$ cat src/rtl/conv_pkg.sv
// conv_pkg: shared definitions for the convolution pass sequencer and its
// consumers (weight cache, image buffer, PE array).
//   - stage_e : 3-bit stage codes driven on o_state
//   - frame geometry and stage lengths
//   - row index and stage timer widths
package conv_pkg;

  localparam int KERNEL_SIZE    = 3;
  localparam int IMAGE_SIZE     = 8;
  localparam int ARRAY_SIZE     = 6;
  localparam int PRELOAD_CYCLES = KERNEL_SIZE * IMAGE_SIZE;
  localparam int LOAD_CYCLES    = IMAGE_SIZE;

  localparam int ROW_W   = 3;
  // PRELOAD is the longest stage, so its length sets the timer width.
  localparam int TIMER_W = $clog2(PRELOAD_CYCLES + 1);

  typedef enum logic [2:0] {
    STAGE_INIT    = 3'd0,
    STAGE_PRELOAD = 3'd1,
    STAGE_ROW_0   = 3'd2,
    STAGE_ROW_1   = 3'd3,
    STAGE_ROW_2   = 3'd4,
    STAGE_BIAS    = 3'd5,
    STAGE_LOAD    = 3'd6,
    STAGE_IDLE    = 3'd7
  } stage_e;

  typedef logic [ROW_W-1:0]   row_t;
  typedef logic [TIMER_W-1:0] timer_t;

endpackage

$ cat src/rtl/conv_stage_timer.sv
// conv_stage_timer: stage length down-counter.
//   clk, rst    : clock, synchronous active-high reset
//   load_i      : load load_val_i (stage length - 1) on stage entry
//   load_val_i  : value to load
//   zero_o      : count has reached 0 (last cycle of the stage)
module conv_stage_timer
  import conv_pkg::*;
(
  input  logic   clk,
  input  logic   rst,
  input  logic   load_i,
  input  timer_t load_val_i,
  output logic   zero_o
);

  timer_t cnt_q;

  always_ff @(posedge clk) begin
    if (rst) begin
      cnt_q <= '0;
    end else if (load_i) begin
      cnt_q <= load_val_i;
    end else if (cnt_q != '0) begin
      cnt_q <= cnt_q - timer_t'(1);
    end
  end

  assign zero_o = (cnt_q == '0);

endmodule

$ cat src/rtl/conv_layer_ctrl.sv
// conv_layer_ctrl: stage sequencer for one convolution pass.
//   clk, rst        : clock, synchronous active-high reset
//   i_start         : frame start, sampled only in INIT
//   i_abort         : cancel a frame in progress
//   o_state         : stage code (conv_pkg::stage_e)
//   o_busy          : high in every stage except INIT and IDLE
//   o_done          : one-cycle pulse while in IDLE
//   o_row_idx       : current output row
//   o_acc_clear     : first cycle of ROW_0 of each output row
//   o_result_valid  : first cycle of LOAD after BIAS (row result complete)
//
// state   | meaning
// INIT    | waiting for i_start
// PRELOAD | fill first KERNEL_SIZE image rows
// ROW_0..2| one kernel row each, KERNEL_SIZE cycles
// BIAS    | bias add, 1 cycle
// LOAD    | next image row (LOAD_CYCLES) or 1-cycle address clear at frame end / abort
// IDLE    | frame done pulse, 1 cycle
module conv_layer_ctrl
  import conv_pkg::*;
(
  input  logic       clk,
  input  logic       rst,
  input  logic       i_start,
  input  logic       i_abort,
  output logic [2:0] o_state,
  output logic       o_busy,
  output logic       o_done,
  output logic [2:0] o_row_idx,
  output logic       o_acc_clear,
  output logic       o_result_valid
);

  if (KERNEL_SIZE != 3) begin : g_chk_kernel
    $error("conv_layer_ctrl: KERNEL_SIZE must be 3");
  end
  if (ARRAY_SIZE != IMAGE_SIZE - KERNEL_SIZE + 1) begin : g_chk_array
    $error("conv_layer_ctrl: ARRAY_SIZE must equal IMAGE_SIZE-KERNEL_SIZE+1");
  end
  if (ARRAY_SIZE > 8) begin : g_chk_row_w
    $error("conv_layer_ctrl: ARRAY_SIZE exceeds 3-bit row index");
  end

  stage_e state_q, state_d;
  row_t   row_q, row_d;
  logic   aborting_q, aborting_d;
  logic   busy_q, done_q, acc_clear_q, result_valid_q;

  logic   tmr_load, tmr_zero;
  timer_t tmr_val;

  logic   busy_now, abort_go, last_row;

  assign busy_now = (state_q != STAGE_INIT) && (state_q != STAGE_IDLE);
  // An abort already being flushed through LOAD is not re-armed.
  assign abort_go = i_abort && busy_now && !aborting_q;
  assign last_row = (row_q == row_t'(ARRAY_SIZE - 1));

  conv_stage_timer u_timer (
    .clk        (clk),
    .rst        (rst),
    .load_i     (tmr_load),
    .load_val_i (tmr_val),
    .zero_o     (tmr_zero)
  );

  always_comb begin
    state_d    = state_q;
    row_d      = row_q;
    aborting_d = aborting_q;
    tmr_load   = 1'b0;
    tmr_val    = '0;
    if (abort_go) begin
      // Abort beats any stage-end transition: one LOAD cycle clears the ROM address.
      state_d    = STAGE_LOAD;
      aborting_d = 1'b1;
      tmr_load   = 1'b1;
    end else begin
      case (state_q)
        STAGE_INIT: begin
          if (i_start) begin
            state_d  = STAGE_PRELOAD;
            row_d    = '0;
            tmr_load = 1'b1;
            tmr_val  = timer_t'(PRELOAD_CYCLES - 1);
          end
        end
        STAGE_PRELOAD, STAGE_ROW_0, STAGE_ROW_1: begin
          if (tmr_zero) begin
            state_d  = stage_e'(state_q + 3'd1);
            tmr_load = 1'b1;
            tmr_val  = timer_t'(KERNEL_SIZE - 1);
          end
        end
        STAGE_ROW_2: begin
          if (tmr_zero) begin
            state_d  = STAGE_BIAS;
            tmr_load = 1'b1;
          end
        end
        STAGE_BIAS: begin
          state_d  = STAGE_LOAD;
          tmr_load = 1'b1;
          tmr_val  = last_row ? '0 : timer_t'(LOAD_CYCLES - 1);
        end
        STAGE_LOAD: begin
          if (tmr_zero) begin
            if (aborting_q) begin
              state_d    = STAGE_INIT;
              aborting_d = 1'b0;
              row_d      = '0;
            end else if (last_row) begin
              state_d = STAGE_IDLE;
            end else begin
              state_d  = STAGE_ROW_0;
              row_d    = row_q + row_t'(1);
              tmr_load = 1'b1;
              tmr_val  = timer_t'(KERNEL_SIZE - 1);
            end
          end
        end
        STAGE_IDLE: begin
          state_d = STAGE_INIT;
          row_d   = '0;
        end
        default: state_d = STAGE_INIT;
      endcase
    end
  end

  always_ff @(posedge clk) begin
    if (rst) begin
      state_q        <= STAGE_INIT;
      row_q          <= '0;
      aborting_q     <= 1'b0;
      busy_q         <= 1'b0;
      done_q         <= 1'b0;
      acc_clear_q    <= 1'b0;
      result_valid_q <= 1'b0;
    end else begin
      state_q        <= state_d;
      row_q          <= row_d;
      aborting_q     <= aborting_d;
      busy_q         <= (state_d != STAGE_INIT) && (state_d != STAGE_IDLE);
      done_q         <= (state_d == STAGE_IDLE);
      acc_clear_q    <= (state_d == STAGE_ROW_0) && (state_q != STAGE_ROW_0);
      // Abort out of BIAS also lands in LOAD but the row result is incomplete.
      result_valid_q <= (state_d == STAGE_LOAD) && (state_q == STAGE_BIAS) && !abort_go;
    end
  end

  assign o_state        = state_q;
  assign o_busy         = busy_q;
  assign o_done         = done_q;
  assign o_row_idx      = row_q;
  assign o_acc_clear    = acc_clear_q;
  assign o_result_valid = result_valid_q;

endmodule
$ cat config.mk
export PLATFORM = sky130hd
export DESIGN_NAME = conv_layer_ctrl
export DESIGN_NICKNAME = d
export VERILOG_FILES = /design/src/rtl/conv_pkg.sv /design/src/rtl/conv_stage_timer.sv /design/src/rtl/conv_layer_ctrl.sv
export SDC_FILE = /design/constraint.sdc
export NUM_CORES = 1
export LEC_CHECK = 0
export ABC_AREA = 1
export BUFFER_PORTS_ARGS = -buffer_cell sky130_fd_sc_hd__buf_2
export CAP_MARGIN = 15
export CORE_UTILIZATION = 35
export DETAILED_ROUTE_END_ITERATION = 8
export HOLD_SLACK_MARGIN = 0.02
export MAX_ROUTING_LAYER = met4
export PLACE_DENSITY = 0.6
export SYNTH_ARGS = -nofsm -noshare
export SYNTH_HDL_FRONTEND = slang
export SYNTH_HIERARCHICAL = 1
export SYNTH_SLANG_ARGS = --single-unit
$ cat constraint.sdc
create_clock -name clk -period 2.35 [get_ports clk]
set_clock_uncertainty 0.2 [all_clocks]
set_input_delay 0.235 -clock clk [delete_from_list [all_inputs] [get_ports clk]]
set_output_delay 0.235 -clock clk [all_outputs]
set_load 0.05 [all_outputs]
Word level (Yosys, flattened, before mapping)
Cells that the tools add are included.

word-level totals
  register bits = 16
  input bits = 4
  output and inout bits = 10
  logic and storage cells = 84

operators by class
  add/sub/neg operators = 3
  equal/unequal tests = 17
  multiplexer cells = 33
  bitwise operators = 1
  reductions and logical operators = 22

operators by type and width
  cell                                                   count
  2-to-1 mux 3 bit                                       12
  == test 3 bit, second input constant                   7
  2-to-1 mux 5 bit                                       4
  one-hot mux 5 bit (4 select lines)                     1
  one-hot mux 3 bit (6 select lines)                     1
  == test 3 x 2 -> 1 bit, second input constant          3
  2-to-1 mux 1 bit                                       9
  inequality test 3 bit, second input constant           3
  one-hot mux 3 bit (3 select lines)                     1
  nonzero test 3 bit                                     3
  2-to-1 mux 2 bit                                       4
  logical AND 1 bit                                      7
  adder 3 x 1 -> 3 bit, second input constant            2
  nonzero test 2 bit                                     3
  zero test 5 bit                                        1
  AND reduction 5 bit                                    1
  nonzero test 5 bit                                     1
  subtractor 5 x 1 -> 5 bit, second input constant       1
  inequality test 2 bit, second input constant           2
  one-hot mux 1 bit (4 select lines)                     1
  OR reduction 4 bit                                     1
  == test 3 x 1 -> 1 bit, second input constant          1
  zero test 3 bit                                        1
  inequality test 3 x 2 -> 1 bit, second input constant  1
  other kinds (4)                                        5

Depth between registers and ports, before layout
Gate-level depths: netlist of the first run.

  depth after elaboration = 9
  mapped depth = 14
  depth with buffers taken out = 14

Cells and area by module
Netlist of the first run, hierarchy kept.

by module, submodules not included
  module            times used  cells each  area each (um^2)  sequential area each (um^2)
  conv_layer_ctrl   1           139         1004.7            220.2
  conv_stage_timer  1           42          290.3             100.1

Least setup slack after synthesis of the first run
Ideal clock, no wire load.

  kind = reg-to-reg
  start point = register state_q[0], in the netlist o_state[0]
  end point = register u_timer.cnt_q[0]
  setup time = 0.116 ns
  arrival time = 2.173 ns
  data required time = 2.034 ns
  setup slack = -0.139 ns
  cell stages (with the launch flop) = 13
  buffers on the path = 0
  clock period less this slack = 2.489 ns
  path through = dfxtp_1 -> inv_1 -> ha_1 -> nand2_2 -> inv_2 -> nand3_1 -> nor2_1 -> nor3_1 -> nand3_1 -> inv_2 -> nand4_1 -> o21ai_0 -> nor2_1

on the way
  word-level cells in the longest chain between the ends = 6
  elaborated cells between the ends (all ways) = 20
  classes of those cells = eq/ne: 7; mux: 5; reduce/logical: 8

ends and longest elaborated chain
  what                                                                        line                    RTL
  from (decl)                                                                 conv_layer_ctrl.sv:44   stage_e state_q, state_d;
  from (signal assigned)                                                      conv_layer_ctrl.sv:141  state_q <= state_d;
  parallel branches: the longest is 4 deep, another holds OR reduction 4 bit  n/a
  2-to-1 mux 1 bit *                                                          conv_layer_ctrl.sv:73   if (abort_go) begin
  named net tmr_load                                                          conv_layer_ctrl.sv:49   logic tmr_load, tmr_zero;
  2-to-1 mux 5 bit / nonzero test 2 bit (equally long branches)               n/a
  to (signal assigned)                                                        conv_stage_timer.sv:22  cnt_q <= load_val_i;
  to (signal assigned)                                                        conv_stage_timer.sv:24  cnt_q <= cnt_q - timer_t'(1);
  to (decl)                                                                   conv_stage_timer.sv:16  timer_t cnt_q;

Mark *: on every way through the listed nets, which the timed path passes.
A chain may end at the register's enable or synchronous reset.

Final worst setup path of the first run
Ends and elaborated chain as after synthesis.

==> results of run 1 <==
cells in the mapped netlist (2+ instances only):
cell type	count
sky130_fd_sc_hd__a21oi_1	5
sky130_fd_sc_hd__nand2_1	30
sky130_fd_sc_hd__xor2_1	2
sky130_fd_sc_hd__inv_2	7
sky130_fd_sc_hd__nand3_1	10
sky130_fd_sc_hd__nand2_2	10
sky130_fd_sc_hd__ha_1	10
sky130_fd_sc_hd__a21oi_2	4
sky130_fd_sc_hd__nor2_2	3
sky130_fd_sc_hd__nand3_2	6
sky130_fd_sc_hd__nand3_4	2
sky130_fd_sc_hd__inv_1	22
sky130_fd_sc_hd__o21ai_0	9
sky130_fd_sc_hd__inv_4	2
sky130_fd_sc_hd__dfxtp_1	16
sky130_fd_sc_hd__o21ai_2	2
sky130_fd_sc_hd__nand2_4	2
sky130_fd_sc_hd__nand4_1	5
sky130_fd_sc_hd__or2_1	2
sky130_fd_sc_hd__nor2_1	21
logic make-up (layout without fill, tap and decap cells):
| group | count (synthesis) | in the layout | synth area share (%) |
|---|---|---|---|
| xor+xnor | 2 | 2 | 1.353 |
| flops | 16 | 16 | 24.73 |
| other cells | 1 | 1 | 0.2896 |
| simple gates | 97 | 97 | 42.03 |
| fa+ha+maj | 10 | 10 | 9.662 |
| compound gates | 22 | 22 | 11.30 |
| buf+inv | 33 | 55 | 10.63 |
per-stage QoR:
stage,instances,area [um2],worst slack (ns),hold slack [ns]
6_report,249,1518,0.2359,0.06966
5_1_grt,249,1518,0.01321,0.08020
4_1_cts,248,1501,0.1150,0.06452
3_5_place_dp,244,1446,0.1277,0.2814
3_3_place_gp,244,1446,0.1801,0.2805
2_1_floorplan,181,1297,0.08534,0.09744
sequential cells by signal, indices dropped and copies added (netlist names):
name / count
u_timer/cnt_q: 5
o_row_idx: 3
o_state: 3
aborting_q: 1
o_acc_clear: 1
o_busy: 1
o_done: 1
o_result_valid: 1
critical path, cell delays in order, from the launching register on:
cell and delay (ns):
sky130_fd_sc_hd__dfxtp_2 0.37, sky130_fd_sc_hd__inv_1 0.10, sky130_fd_sc_hd__ha_1 0.26, sky130_fd_sc_hd__inv_2 0.12, sky130_fd_sc_hd__nor2_8 0.04, sky130_fd_sc_hd__nand2_2 0.09
sky130_fd_sc_hd__inv_1 0.06, sky130_fd_sc_hd__nor3_1 0.20, sky130_fd_sc_hd__nand3_2 0.14, sky130_fd_sc_hd__inv_2 0.12, sky130_fd_sc_hd__nand4_1 0.12, sky130_fd_sc_hd__o21ai_1 0.14
sky130_fd_sc_hd__nor2_1 0.05
routing by layer:
metal	vias to the layer above	GRT usage [%]	routed length, um
met2	20	25.41	1306
met4	0	5.233	36
met5	-	-	0
met3	5	4.197	140
li1	613	-	-
met1	524	19.96	1221
timing repair:
| action | 4_1_cts | 5_1_grt |
|---|---|---|
| gates resized for setup | 0 | 4 |
| setup buffers | 0 | 1 |
| setup endpoints to repair | 0 | 5 |
how the worst min path moves through the flow:
stage | cells past startpoint | to | slack [ns]
2_1_floorplan | 1 | u_timer/cnt_q[1]$_SDFFE_PP0P_ | 0.1
3_3_place_gp | 2 | u_timer/cnt_q[1]$_SDFFE_PP0P_ | 0.28
3_5_place_dp | 2 | u_timer/cnt_q[4]$_SDFFE_PP0P_ | 0.28
4_1_cts | 2 | u_timer/cnt_q[1]$_SDFFE_PP0P_ | 0.06
5_1_grt | 2 | u_timer/cnt_q[1]$_SDFFE_PP0P_ | 0.08
6_report | 2 | u_timer/cnt_q[1]$_SDFFE_PP0P_ | 0.07
final cells by class:
| type | count | area (um2) | share of cell area (%) |
|---|---|---|---|
| multi-input cells | 132 | 844.6 | 55.65 |
| flip-flops and latches | 16 | 322.8 | 21.27 |
| inverters | 32 | 127.6 | 8.409 |
| repair buffers | 19 | 110.1 | 7.255 |
| well taps | 46 | 57.56 | 3.792 |
| clock buffers | 4 | 55.05 | 3.627 |
==> impl_summary.txt, run 1 <==
----------------------------------------------------
[Yosys]
  Post-Synthesis Cell Area ... 0.001295 mm2
  Flops & latches, synth ... 16
  Share of the yosys chip area belonging to registers ... 24.73%
  Per-instance average area after synthesis ... 7.155 um2
  Top cells by area, synth ... sky130_fd_sc_hd__dfxtp_1 (25%), sky130_fd_sc_hd__ha_1 (9.7%), sky130_fd_sc_hd__nand2_1 (8.7%)
  Synth async-reset ratio ... 0%
  Top-area cell type share of the netlist area ... roughly 25%
  Yosys warns ... 6
  Commonest register cell after synthesis ... sky130_fd_sc_hd__dfxtp_1
  Synthesized net count ... roughly 200
  Synth area leader ... sky130_fd_sc_hd__dfxtp_1
  Number of distinct library cells after synthesis ... 31
  Number of enable-type register cells in the synthesized netlist ... 0
  Post-synthesis instance total ... roughly 180

[Final layout]
  Layout Nets ... 218
  Fraction of layout cells with a size suffix above 1 ... between 30% and 40%
  Highest-count cells in the layout ignoring fill and taps ... sky130_fd_sc_hd__nand2_1 (30), sky130_fd_sc_hd__inv_1 (22), sky130_fd_sc_hd__nor2_1 (21), sky130_fd_sc_hd__dfxtp_1 (14), sky130_fd_sc_hd__buf_2 (13)
  Filler Cells Inserted ... roughly 360
  Syn-to-layout area delta ... 17.20%
  Final Core Density ... ~44%
  Most frequent standard cell in the layout excluding fill and tap cells ... sky130_fd_sc_hd__nand2_1
  Number of inserted diodes ... 0

[Clocking]
  Later-pin clock latency in the skew report ... 0.26 ns
  Post-CTS clock slew at the launch and capture registers of the worst setup and hold paths ... 0.06 ns
  CTS tree ... built
  Hold_buf cts ... 0
  Root Buffer Master ... sky130_fd_sc_hd__clkbuf_8
  Clock buffer count from CTS ... 3
  Maximum clock path buffer count ... 2
  Clock net sink count ... 16
  H-tree levels ... 1

[Outcome]
  Result of the run ... finished clean

[Drt]
  DRT antenna net count ... 0
  Number of detailed-routing iterations run before antenna repair ... 4
  Number of remaining DRC errors ... 0
  Average via count per standard cell ... 4.667
  Detailed Route WL ... 2.704 mm
  Total number of vias ... 1162
  Drt wl/cell ... between 10 and 15 um
  Drt first-iter violations ... 46

[Worst hold path]
  Tightest Hold Check Type ... input port to register
  Hold_sp ... rst

[Floorplan]
  I/O pin count ... 14
  Area enclosed by the die boundary ... between 0.003 and 0.004 mm2
  Placement Rows ... 21
  Horizontal extent of the die ... around 63 um
  Core region area ... 0.003442 mm2
  Chip height ... between 60 and 70 um
  Effective utilization at floorplan ... 37.62%

[Worst setup path]
  Required time of the critical path ... ~2.3 ns
  Worst-case reg-to-reg path depth ... 12
  Startpoint Class ... register
  Reg2reg setup slack ... about 0.24 ns
  Endpoint of the worst setup timing path ... u_timer/cnt_q[0]$_SDFFE_PP0P_
  Reg-to-reg endpoint ... u_timer/cnt_q[0]$_SDFFE_PP0P_
  Endpoint type of the worst setup path ... register
  Worst reg2reg path startpoint ... o_state[0]$_SDFF_PP0_
  Critical path arrival ... 2.07 ns
  Category of the most critical setup path ... register to register
  Crit-path max FO ... 5
  Launch point of the worst path ... o_state[0]$_SDFF_PP0_

[STA]
  Max-slew violations ... 0
  Setup repair after global routing missed its margin ... no
  Fin. Hold Viols ... 0
  Maximum clock frequency ... approximately 0.47 GHz
  Final count of negative-setup-slack endpoints ... 0
  Post-route minimum period ... 2.114 ns
  Sum of negative setup slack ... 0 ns
  Fraction of the cycle the final worst path needs ... 89.96%

[Placement]
  Hpwl dp ... approximately 2.2 mm
  Final weighted congestion in routability-driven placement ... 0.8768
  Number of port buffers ... 13

[GRT]
  Wire length of the first global-routing pass ... 4.961 mm
  Number of global-route vias before repair ... about 1100
  Antenna violations before repair ... 0
  Overall fraction of global-route tracks in use ... 16.14%
  Largest net degree at the start of global routing ... 13
  Remaining global-route overflow ... 0

[Job]
  Reported max-cap violation count ... 0

----------------------------------------------------
Power of run 1 is left out: the tool's default activity adds up to more than one toggle a clock period on the data nets, which glitch-free logic cannot reach.
==> inputs of run 2 (changes only) <==
--- a/config.mk
+++ b/config.mk
@@ -5,14 +5,15 @@
 export SDC_FILE = /design/constraint.sdc
 export NUM_CORES = 1
 export LEC_CHECK = 0
-export ABC_AREA = 1
+export ABC_AREA = 0
 export BUFFER_PORTS_ARGS = -buffer_cell sky130_fd_sc_hd__buf_2
 export CAP_MARGIN = 15
+export CORE_ASPECT_RATIO = 1.4
 export CORE_UTILIZATION = 35
 export DETAILED_ROUTE_END_ITERATION = 8
 export HOLD_SLACK_MARGIN = 0.02
 export MAX_ROUTING_LAYER = met4
-export PLACE_DENSITY = 0.6
+export PLACE_DENSITY = 0.61
 export SYNTH_ARGS = -nofsm -noshare
 export SYNTH_HDL_FRONTEND = slang
 export SYNTH_HIERARCHICAL = 1
==> impl_summary.txt, run 2 <==
----------------------------------------------------
[Worst setup path]
  Startpoint Class ... register (unchanged)
  Worst-path cell with the longest stage delay ... sky130_fd_sc_hd__or4_4 (was sky130_fd_sc_hd__dfxtp_2)
  CP max stage delay ... 0.52 ns (was 0.37 ns)
  Reg2reg setup slack ... -0.05 ns (was 0.24 ns)
  Required time of the critical path ... 2.29 ns (was 2.30 ns)
  Worst-case reg-to-reg path depth ... 9 (was 12)
  Crit-path max FO ... 3 (was 5)
  Count of buffering cells on the critical path with inverters included ... 2 (was 4)
  Category of the most critical setup path ... register to register (unchanged)
  Endpoint type of the worst setup path ... register (unchanged)
  Worst reg2reg path startpoint ... u_timer/cnt_q[0]$_SDFFE_PP0P_ (was o_state[0]$_SDFF_PP0_)
  Critical path arrival ... 2.33 ns (was 2.07 ns)
  Cell Chain, Critical Path ... inv_2 > ha_4 > nor4b_4 > buf_6 > nand2b_4 > o21bai_1 > a22o_1 > or4_4 > o311a_1 (was inv_1 > ha_1 > inv_2 > nor2_8 > nand2_2 > inv_1 > nor3_1 > nand3_2 > inv_2 > nand4_1 > o21ai_1 > nor2_1)
  Reg-to-reg endpoint ... o_busy$_SDFF_PP0_ (was u_timer/cnt_q[0]$_SDFFE_PP0P_)
  Cell family contributing the most delay on the critical path ... simple AND/OR/NAND/NOR gates (unchanged)

[Final layout]
  Number of inserted diodes ... 0 (unchanged)
  Combined flip-flop and latch cell area ... 334.1 um2 (was 322.8 um2)
  Total area of multi-input combinational cells ... 907.1 um2 (was 844.6 um2)
  Register with the most flip-flops ... u_timer/cnt_q (unchanged)
  Most frequent standard cell in the layout excluding fill and tap cells ... sky130_fd_sc_hd__buf_4 (was sky130_fd_sc_hd__nand2_1)
  Filler Cells Inserted ... 296 (was 363)
  Fraction of layout cells with a size suffix above 1 ... 45.16% (was 34.48%)
  Number of flip-flops in the largest register ... 5 (unchanged)
  Highest-count cells in the layout ignoring fill and taps ... sky130_fd_sc_hd__buf_4 (30), sky130_fd_sc_hd__buf_2 (13), sky130_fd_sc_hd__inv_1 (11), sky130_fd_sc_hd__nand2_1 (11), sky130_fd_sc_hd__dfxtp_1 (11) (was sky130_fd_sc_hd__nand2_1 (30), sky130_fd_sc_hd__inv_1 (22), sky130_fd_sc_hd__nor2_1 (21), sky130_fd_sc_hd__dfxtp_1 (14), sky130_fd_sc_hd__buf_2 (13))
  Layout Nets ... 201 (was 218)
  Syn-to-layout area delta ... 49.68% (was 17.20%)

[STA]
  Setup repair after global routing missed its margin ... yes (was no)
  Max-slew violations ... 0 (unchanged)
  Final count of negative-setup-slack endpoints ... 1 (was 0)
  Post-route minimum period ... 2.395 ns (was 2.114 ns)
  Fin. Hold Viols ... 0 (unchanged)
  Maximum clock frequency ... 0.4175 GHz (was 0.4730 GHz)
  Sum of negative setup slack ... -0.04547 ns (was 0 ns)
  Final critical-path setup slack ... -0.04547 ns (was 0.2359 ns)
  Fraction of the cycle the final worst path needs ... 101.9% (was 89.96%)

[GRT]
  Met2 Usage GRT ... 34.07% (was 25.41%)
  Met3 capacity usage during global routing ... 3.050% (was 4.197%)
  Busiest layer in global routing ... met2 (unchanged)
  Largest net degree at the start of global routing ... 24 (was 13)
  Grt met1 use ... 23.90% (was 19.96%)
  Number of global-route vias before repair ... 1201 (was 1133)
  Overall fraction of global-route tracks in use ... 20.16% (was 16.14%)
  Remaining global-route overflow ... 0 (unchanged)
  Antenna violations before repair ... 0 (unchanged)
  Wire length of the first global-routing pass ... 5.375 mm (was 4.961 mm)

[Power]
  Switching power ... 1.199 mW
  Worst vdd ir ... 1.031 mV
  Static leakage ... 0.7609 nW
  PD cells ... 1517 mW/mm2
  Clock network fraction of total power ... 8.0%
  Comb pwr share ... 76.1%
  Total internal power ... 1.432 mW
  Post-layout total power ... 2.631 mW
  Seq pwr share ... 15.9%
  Fraction of power spent switching nets ... 45.59%

[Yosys]
  Number of enable-type register cells in the synthesized netlist ... 0 (unchanged)
  Mux contribution to synthesized area ... 0.8639% (was 0%)
  Share of the yosys chip area belonging to registers ... 27.65% (was 24.73%)
  Per-instance average area after synthesis ... 8.276 um2 (was 7.155 um2)
  Most frequently used cell type in the post-synthesis netlist ... sky130_fd_sc_hd__dfxtp_1 (was sky130_fd_sc_hd__nand2_1)
  Number of distinct library cells after synthesis ... 49 (was 31)
  Top cells by area, synth ... sky130_fd_sc_hd__dfxtp_1 (28%), sky130_fd_sc_hd__ha_1 (11%), sky130_fd_sc_hd__inv_1 (4.5%) (was sky130_fd_sc_hd__dfxtp_1 (25%), sky130_fd_sc_hd__ha_1 (9.7%), sky130_fd_sc_hd__nand2_1 (8.7%))
  Flops & latches, synth ... 16 (unchanged)
  Area share of xor/xnor cells in the synthesized design ... 0.7559% (was 1.353%)
  Post-Synth Adder-Cell Area ... 10.80% (was 9.662%)
  Post-synthesis instance total ... 140 (was 181)
  Area fraction in and, or, nand and nor cells after synthesis ... 28.19% (was 42.03%)
  Largest family of logic cells by synthesized area ... simple AND/OR/NAND/NOR gates (unchanged)
  Most instantiated cells after synthesis ... sky130_fd_sc_hd__dfxtp_1 (16), sky130_fd_sc_hd__inv_1 (14), sky130_fd_sc_hd__nand2_1 (11) (was sky130_fd_sc_hd__nand2_1 (30), sky130_fd_sc_hd__inv_1 (22), sky130_fd_sc_hd__nor2_1 (21))
  Synth async-reset ratio ... 0% (unchanged)
  Synthesized net count ... 154 (was 195)
  Post-Synthesis Cell Area ... 0.001159 mm2 (was 0.001295 mm2)
  Fraction of the mapped netlist area in compound gates ... 24.08% (was 11.30%)
  Yosys warns ... 6 (unchanged)
  Commonest register cell after synthesis ... sky130_fd_sc_hd__dfxtp_1 (unchanged)
  Top-area cell type share of the netlist area ... 27.65% (was 24.73%)
  Synth area leader ... sky130_fd_sc_hd__dfxtp_1 (unchanged)

[Drt]
  DRT antenna net count ... 0 (unchanged)
  Drt wl/cell ... 14.02 um (was 10.86 um)
  Detailed Route WL ... 3.155 mm (was 2.704 mm)
  Drt first-iter violations ... 7 (was 46)
  Number of remaining DRC errors ... 0 (unchanged)
  Total number of vias ... 1188 (was 1162)
  Average via count per standard cell ... 5.280 (was 4.667)
  Number of detailed-routing iterations run before antenna repair ... 4 (unchanged)

[Placement]
  Hpwl dp ... 2.279 mm (was 2.227 mm)
  Number of port buffers ... 13 (unchanged)
  Final weighted congestion in routability-driven placement ... 0.8405 (was 0.8768)

[Clocking]
  H-tree levels ... 1 (unchanged)
  Clock net sink count ... 16 (unchanged)
  Post-CTS clock slew at the launch and capture registers of the worst setup and hold paths ... 0.06 ns (about the same)
  Later-pin clock latency in the skew report ... 0.25 ns (was 0.26 ns)
  CTS tree ... built (unchanged)
  Hold_buf cts ... 0 (unchanged)
  Root Buffer Master ... sky130_fd_sc_hd__clkbuf_8 (unchanged)
  Clock buffer count from CTS ... 3 (unchanged)
  Maximum clock path buffer count ... 2 (unchanged)

[Worst hold path]
  Tightest Hold Check Type ... input port to register (unchanged)
  Hold_sp ... rst (unchanged)
  Hold worst-path end ... o_state[2]$_SDFF_PP0_ (was u_timer/cnt_q[1]$_SDFFE_PP0P_)
  Worst Hold Path Cells ... 2 (unchanged)

[Floorplan]
  Core region area ... 0.003123 mm2 (was 0.003442 mm2)
  Horizontal extent of the die ... 50.63 um (was 62.83 um)
  I/O pin count ... 14 (unchanged)
  Area enclosed by the die boundary ... 0.003548 mm2 (was 0.003947 mm2)
  Placement Rows ... 24 (was 21)
  Chip height ... 70.08 um (was 62.83 um)
  Effective utilization at floorplan ... 37.10% (was 37.62%)

[Job]
  Reported max-cap violation count ... 0 (unchanged)

[Outcome]
  Result of the run ... complete, but fails checks (was finished clean)
  Violated checks ... setup timing

----------------------------------------------------
-- run 2: cell count changes after synthesis, moves of 6 or more --
cell / previous run / this run
sky130_fd_sc_hd__inv_1: 22 / 14
sky130_fd_sc_hd__nand2_2: 10 / 1
sky130_fd_sc_hd__nand2_1: 30 / 11
sky130_fd_sc_hd__nand3_2: 6 / 0
sky130_fd_sc_hd__nand3_1: 10 / 3
sky130_fd_sc_hd__nor2_1: 21 / 10
sky130_fd_sc_hd__inv_2: 7 / 0
-- run 2: power groups by stage --
stage          clock network, mW  registers (mW)  logic [mW]
5_1_grt                    0.231           0.430        2.17
3_5_place_dp                   0           0.425        1.58
6_report                   0.210           0.419        2.00
4_1_cts                    0.221           0.421        1.73
2_1_floorplan                  0           0.570       0.931
3_3_place_gp                   0           0.423        1.56
-- run 2: how the worst max path moves through the flow --
stage | start | endpoint | cells past startpoint
after floorplan | u_timer/cnt_q[1]$_SDFFE_PP0P_ | o_busy$_SDFF_PP0_ | 10
after global placement | o_state[0]$_SDFF_PP0_ | o_busy$_SDFF_PP0_ | 7
after detailed placement | o_state[0]$_SDFF_PP0_ | o_busy$_SDFF_PP0_ | 7
after CTS | u_timer/cnt_q[0]$_SDFFE_PP0P_ | o_busy$_SDFF_PP0_ | 9
after global routing | u_timer/cnt_q[0]$_SDFFE_PP0P_ | o_busy$_SDFF_PP0_ | 9
final | u_timer/cnt_q[0]$_SDFFE_PP0P_ | o_busy$_SDFF_PP0_ | 9
-- run 2: kinds of logic after synthesis --
logic type,after synthesis
AO/OA/AOI/OAI,39
XOR/XNOR,1
adder cells (fa/ha/maj),10
buffers and inverters,19
flip-flops,16
multiplexers,1
other,1
AND/OR/NAND/NOR,53
-- run 2: worst register-to-register path, stage by stage, from the launching register on --
cell	delay (ns)
sky130_fd_sc_hd__dfxtp_2	0.32
sky130_fd_sc_hd__inv_2	0.07
sky130_fd_sc_hd__ha_4	0.14
sky130_fd_sc_hd__nor4b_4	0.30
sky130_fd_sc_hd__buf_6	0.17
sky130_fd_sc_hd__nand2b_4	0.12
sky130_fd_sc_hd__o21bai_1	0.07
sky130_fd_sc_hd__a22o_1	0.25
sky130_fd_sc_hd__or4_4	0.52
sky130_fd_sc_hd__o311a_1	0.13
-- run 2: per-layer routing --
metal	vias up	part of all wire [%]
li1	599	-
met1	572	44
met2	13	52
met3	4	2.1
met4	0	1.6
met5	-	0
-- run 2: repair_timing --
action                     in CTS  in global routing
gates resized for setup         6                 17
setup endpoints to repair       3                 11
setup buffers                   3                  4
pin swaps                       6                  5
-- run 2: stage by stage --
step	instances	hold WS (ns)	instance area, um2	setup slack, ns	utilization, %
3_3_place_gp	214	0.2691	1508	-0.05925	48.28
2_1_floorplan	140	0.09770	1217	-0.2587	-
4_1_cts	221	0.1315	1608	-0.04548	51.48
6_report	225	0.1490	1734	-0.04547	55.53
5_1_grt	225	0.1640	1734	-0.1298	55.53
3_5_place_dp	214	0.2786	1508	-0.1022	48.28
-- run 2: layout make-up --
type                       instances  share of cell area [%]
timing repair buffer              47                   19.84
inverter                          14                   3.175
multi-input combinational        105                   52.31
tap                               39                   2.814
clock buffer                       3                   2.381
sequential                        16                   19.26
clock inverter                     1                  0.2165
Note: power is estimated with default switching activity, not from simulation.
